===== src/rtl/seg_pkg.sv =====
// Shared constants and helpers for the 7-segment display blocks.
// Digit enables are active-low; the polarity lives here so every block agrees.
package seg_pkg;

    localparam logic DIG_ON       = 1'b0;
    localparam logic DIG_OFF      = 1'b1;
    localparam int   DEF_N_DIGITS = 8;
    localparam int   MAX_DIGITS   = 16;

    // Active-low one-hot over the widest supported display; callers truncate.
    function automatic logic [MAX_DIGITS-1:0] idx_to_onehot_n(input logic [3:0] idx);
        logic [MAX_DIGITS-1:0] sel;
        sel      = {MAX_DIGITS{DIG_OFF}};
        sel[idx] = DIG_ON;
        return sel;
    endfunction

endpackage


===== src/rtl/seg_tick_gen.sv =====
// Free-running prescaler: counts 0..PRESCALE-1 while enabled and flags the
// terminal count as a one-cycle advance request. Holds its count when disabled.
module seg_tick_gen #(
    parameter int PRESCALE = 10000
) (
    input  logic clk,
    input  logic rst,
    input  logic en,
    output logic tick
);

    localparam int                CNT_W = (PRESCALE > 1) ? $clog2(PRESCALE) : 1;
    localparam logic [CNT_W-1:0] TC    = CNT_W'(PRESCALE - 1);

    logic [CNT_W-1:0] cnt_q, cnt_d;
    logic             terminal;

    always_comb begin
        terminal = (cnt_q == TC);
        cnt_d    = cnt_q;
        if (en) begin
            cnt_d = terminal ? '0 : cnt_q + 1'b1;
        end
    end

    assign tick = en & terminal;

    always_ff @(posedge clk) begin
        if (rst) begin
            cnt_q <= '0;
        end else begin
            cnt_q <= cnt_d;
        end
    end

endmodule


===== src/rtl/seg_scan_ctrl.sv =====
// Multiplexed scan controller for an N-digit 7-segment display. The value is
// snapshotted at each frame wrap so a frame never mixes old and new digits.
module seg_scan_ctrl
    import seg_pkg::*;
#(
    parameter int N_DIGITS = DEF_N_DIGITS,
    parameter int PRESCALE = 10000
) (
    input  logic                    clk,
    input  logic                    rst,
    input  logic                    en,
    input  logic [4*N_DIGITS-1:0]   value_in,
    input  logic [N_DIGITS-1:0]     dp_in,
    input  logic                    blank_lz,
    output logic [3:0]              digit_data,
    output logic                    dp_out,
    output logic                    digit_blank,
    output logic [N_DIGITS-1:0]     digit_sel,
    output logic                    scan_tick
);

    localparam int                 IDX_W    = $clog2(N_DIGITS);
    localparam logic [IDX_W-1:0]  LAST_IDX = IDX_W'(N_DIGITS - 1);
    localparam logic [N_DIGITS-1:0] SEL_RST = {{(N_DIGITS-1){DIG_OFF}}, DIG_ON};

    logic                  advance;
    logic [IDX_W-1:0]      idx_q, idx_d;
    logic [4*N_DIGITS-1:0] shadow_val_q, shadow_val_d;
    logic [N_DIGITS-1:0]   shadow_dp_q, shadow_dp_d;
    logic [N_DIGITS-1:0]   digit_sel_q, digit_sel_d;
    logic [3:0]            digit_data_q, digit_data_d;
    logic                  dp_out_q, dp_out_d;
    logic                  digit_blank_q, digit_blank_d;
    logic                  scan_tick_q, scan_tick_d;
    logic                  upper_zero;
    logic                  lz_blank;

    seg_tick_gen #(.PRESCALE(PRESCALE)) u_tick (
        .clk  (clk),
        .rst  (rst),
        .en   (en),
        .tick (advance)
    );

    always_comb begin
        idx_d        = idx_q;
        shadow_val_d = shadow_val_q;
        shadow_dp_d  = shadow_dp_q;
        scan_tick_d  = 1'b0;
        if (advance) begin
            scan_tick_d = 1'b1;
            if (idx_q == LAST_IDX) begin
                idx_d        = '0;
                shadow_val_d = value_in;
                shadow_dp_d  = dp_in;
            end else begin
                idx_d = idx_q + 1'b1;
            end
        end
    end

    // Walk down from the top digit; a digit is a leading zero only if it and
    // everything above it is zero. Digit 0 is excluded so zero still shows.
    always_comb begin
        upper_zero = 1'b1;
        lz_blank   = 1'b0;
        for (int i = N_DIGITS - 1; i >= 1; i--) begin
            upper_zero = upper_zero & (shadow_val_d[4*i +: 4] == 4'h0);
            if (IDX_W'(i) == idx_d) begin
                lz_blank = blank_lz & upper_zero;
            end
        end
    end

    always_comb begin
        digit_sel_d   = digit_sel_q;
        digit_data_d  = digit_data_q;
        dp_out_d      = dp_out_q;
        digit_blank_d = digit_blank_q;
        if (en) begin
            digit_sel_d   = N_DIGITS'(idx_to_onehot_n(4'(idx_d)));
            digit_data_d  = lz_blank ? 4'h0 : shadow_val_d[{idx_d, 2'b00} +: 4];
            dp_out_d      = shadow_dp_d[idx_d];
            digit_blank_d = lz_blank;
        end else begin
            digit_sel_d = {N_DIGITS{DIG_OFF}};
        end
    end

    always_ff @(posedge clk) begin
        if (rst) begin
            idx_q         <= '0;
            shadow_val_q  <= '0;
            shadow_dp_q   <= '0;
            digit_sel_q   <= SEL_RST;
            digit_data_q  <= '0;
            dp_out_q      <= 1'b0;
            digit_blank_q <= 1'b0;
            scan_tick_q   <= 1'b0;
        end else begin
            idx_q         <= idx_d;
            shadow_val_q  <= shadow_val_d;
            shadow_dp_q   <= shadow_dp_d;
            digit_sel_q   <= digit_sel_d;
            digit_data_q  <= digit_data_d;
            dp_out_q      <= dp_out_d;
            digit_blank_q <= digit_blank_d;
            scan_tick_q   <= scan_tick_d;
        end
    end

    assign digit_sel   = digit_sel_q;
    assign digit_data  = digit_data_q;
    assign dp_out      = dp_out_q;
    assign digit_blank = digit_blank_q;
    assign scan_tick   = scan_tick_q;

endmodule

===== config.mk =====
export PLATFORM = sky130hd
export DESIGN_NAME = seg_scan_ctrl
export DESIGN_NICKNAME = d
export VERILOG_FILES = /design/src/rtl/seg_pkg.sv /design/src/rtl/seg_tick_gen.sv /design/src/rtl/seg_scan_ctrl.sv
export SDC_FILE = /design/constraint.sdc
export NUM_CORES = 1
export LEC_CHECK = 0
export CELL_PAD_IN_SITES_DETAIL_PLACEMENT = 1
export CELL_PAD_IN_SITES_GLOBAL_PLACEMENT = 1
export CORE_UTILIZATION = 39
export CTS_CLUSTER_SIZE = 16
export DETAILED_ROUTE_END_ITERATION = 8
export GPL_TIMING_DRIVEN = 0
export PLACE_DENSITY = 0.82
export SYNTH_ARGS = -nofsm -noshare
export SYNTH_HDL_FRONTEND = slang
export SYNTH_SLANG_ARGS = --single-unit

===== constraint.sdc =====
create_clock -name clk -period 3.01 [get_ports clk]
set_input_delay 0.903 -clock clk [delete_from_list [all_inputs] [get_ports clk]]
set_output_delay 0.903 -clock clk [all_outputs]
set_load 0.005 [all_outputs]

==> results_dict.tcl <==
set metrics [dict create \
    reg2reg_slack_ns 0.27 \
    yosys_warnings 0 \
    avgSynthCellArea_sq_um 8.43 \
    fin_util_pct 52.4 \
    num_antenna_cells 0 \
    overflow 0 \
    finalCritPeriodShare_pct 98.3 \
    pre_cts_ws_ns -0.370 \
    core_region_area_sq_mm 0.00834 \
    fin_worst_skew_ns 0.00740 \
    synthCells 406 \
    start_util_pct 41.0 \
    ys_top_cells_by_area "dfxtp_1 42%, nand2_1 9.2%, mux2i_1 6.4%" \
    clk_pin_slew_ns 0.08 \
    wl_per_cell_um 18.5 \
    area_growth_syn_to_layout_pct 27.7 \
    synth-async-reset-ratio_pct 0 \
    ir_worst_vdd_mv 0.256 \
    fin_crit_ns 2.96 \
    pin_count 59 \
    grt_pass1_vias 3394 \
    crit_fanout 6 \
    critPathCaptureType "flip-flop" \
    setup_slack_ns 0.0519 \
    firstDrtPassIters 4 \
    synth_fp_nets 453 \
    ys_top_cells_by_count "84 x nand2_1, 72 x dfxtp_1, 43 x nor2_1, 37 x a21oi_1, 22 x mux2i_1" \
    cts_tree "done" \
    cts_buffers 9 \
    stdcell_area_sq_mm 0.00437 \
    final-setup-viol-count 0 \
    status "completed" \
    hold_buffers 0 \
    slew_viol_final 0 \
    grt_pass1_wl_um 17300 \
    synth_top_area_share_pct 42.1 \
    place_area_sq_mm 0.00412 \
    power_density_mw_per_mm2 435 \
    holdWs_ns 0.459 \
    clk_latency_ns 0.36 \
    ant_nets 0 \
    port_buffers 57 \
    via_per_inst 5.58 \
    clock-sinks 72 \
    grt.total_usage_pct 25.5 \
    timing.fmax_ghz 0.338 \
    layout-drive-gt1-share_pct 9.83 \
    synth_flop_cell "dfxtp_1" \
    tightest_slew_ns 0.740 \
    synth_edf_count 0 \
    min_path_type "reg2reg" \
    cp.arrival_ns 3.21 \
    grt_max_degree 13 \
    hold_viol_final 0 \
    dieArea_sq_mm 0.00915 \
    start_kind "input port" \
    nets 521 \
    relSlewSlack_pct 50.2 \
    clockRootBuffer "clkbuf_8" \
    maxCapViolations 0 \
    clockBufferDepth 2 \
    path_class "in2reg" \
    synth.distinct_cells 58 \
    drt-total-wl_um 10800 \
    finalPower_w 0.00190 \
    rows 33 \
    die_width_um 95.7 \
    die_y_um 95.7 \
    synth.largest_area_cell "dfxtp_1" \
    ys_seq_elements 72 \
    nFillCells 1008 \
    drc 0 \
    synth_seq_area_share_pct 42.1 \
    h-tree-depth 3 \
    num_vias 3251 \
    rsz0062_at_grt "yes" \
    place_hpwl_um 8050 \
    p_leak_nw 1.59 \
    synthesis.area_sq_mm 0.00342 \
    drtIter0Drc 104 \
    cp.required_ns 3.27 \
    gp_congestion 0.888 \
    yosys.cell_count.top_type "nand2_1" \
    antenna_found_initial 0 \
]
-- power by group --
group	total (W)	leakage [nW]	internal (W)	switching, W
registers	0.000959	0.581	0.000956	0.00000331
logic	0.000106	0.911	0.0000608	0.0000454
clock network	0.000834	0.101	0.000459	0.000376
-- through the flow --
stage | cells | setup TNS [ns]
global route | 583 | -0.0976
finish | 583 | 0
detailed placement | 568 | -8.06
global placement | 568 | -6.63
CTS | 583 | 0
floorplan | 406 | 0
-- worst paths after layout --
| path | from | to | cells after the start |
|---|---|---|---|
| max | en | digit_data[0] | 10 |
| min | shadow_val_q[1] | shadow_val_q[1] | 2 |
| max reg2reg | idx_q[0] | digit_data[1] | 11 |
| min reg2reg | shadow_val_q[1] | shadow_val_q[1] | 2 |
-- placed cells by master (no fill, tap or decap), types with 5 or more instances in the layout --
cell | netlist | layout
nand2_1 | 84 | 84
nor2_1 | 43 | 41
dfxtp_1 | 72 | 71
o211ai_1 | 8 | 8
clkbuf_1 | 11 | 8
a21oi_1 | 37 | 37
xor2_1 | 7 | 7
inv_1 | 5 | 5
nand3_1 | 15 | 15
clkdlybuf4s50_1 | 0 | 57
buf_2 | 5 | 6
and3_1 | 9 | 9
nor4_1 | 11 | 11
xnor2_1 | 7 | 7
clkbuf_8 | 0 | 9
mux2i_1 | 22 | 21
-- critical path, stage by stage --
cell and delay [ns]:
clkdlybuf4s50_1 0.48, and4_1 0.19, buf_6 0.13, nand4_4 0.15
nor4_1 0.39, or2_0 0.17, buf_2 0.20, a221o_1 0.21
o22ai_1 0.10, a211o_1 0.28
-- area by class of cell --
class | instances | area, sq um | share of cell area, %
Buffer | 22 | 131 | 3.01
Clock buffer | 9 | 124 | 2.84
Clock inverter | 6 | 85.1 | 1.95
Inverter | 5 | 18.8 | 0.430
Multi-Input combinational cell | 306 | 1860 | 42.5
Sequential cell | 72 | 1440 | 33.0
Tap cell | 105 | 131 | 3.01
Timing Repair Buffer | 58 | 578 | 13.2
-- what timing repair did --
item | 4_1_cts | 5_1_grt
setup buffers | 0 | 1
resized for setup | 1 | 12
setup endpoints to repair | 1 | 18
-- kinds of logic after synthesis --
logic type	after synthesis	synth area share (%)
xor gates and xnor gates	14	3.58
buffers and inverters	28	4.35
and+or+nand+nor	189	26.5
adders and majority gates	3	1.10
AOI/OAI and AO/OA	73	13.4
DFF	72	42.1
muxes	27	8.92
-- layer usage --
layer | track usage (%) | wire (um) | vias up | part of all wire [%]
li1 | - | - | 1563 | -
met4 | 10.8 | 236 | 0 | 2.2
met3 | 3.99 | 440 | 18 | 4.1
met2 | 43.8 | 5300 | 92 | 49
met1 | 31.5 | 4800 | 1578 | 45
met5 | 0 | 0 | - | 0
-- state kept, by name, indices dropped and copies added, names as in the netlist --
signal	cells
dp_out	1
u_tick.cnt_q	14
digit_sel	8
idx_q	3
digit_blank	1
scan_tick	1
shadow_dp_q	8
shadow_val_q	32
digit_data	4
(Power assumes the default switching activity.)
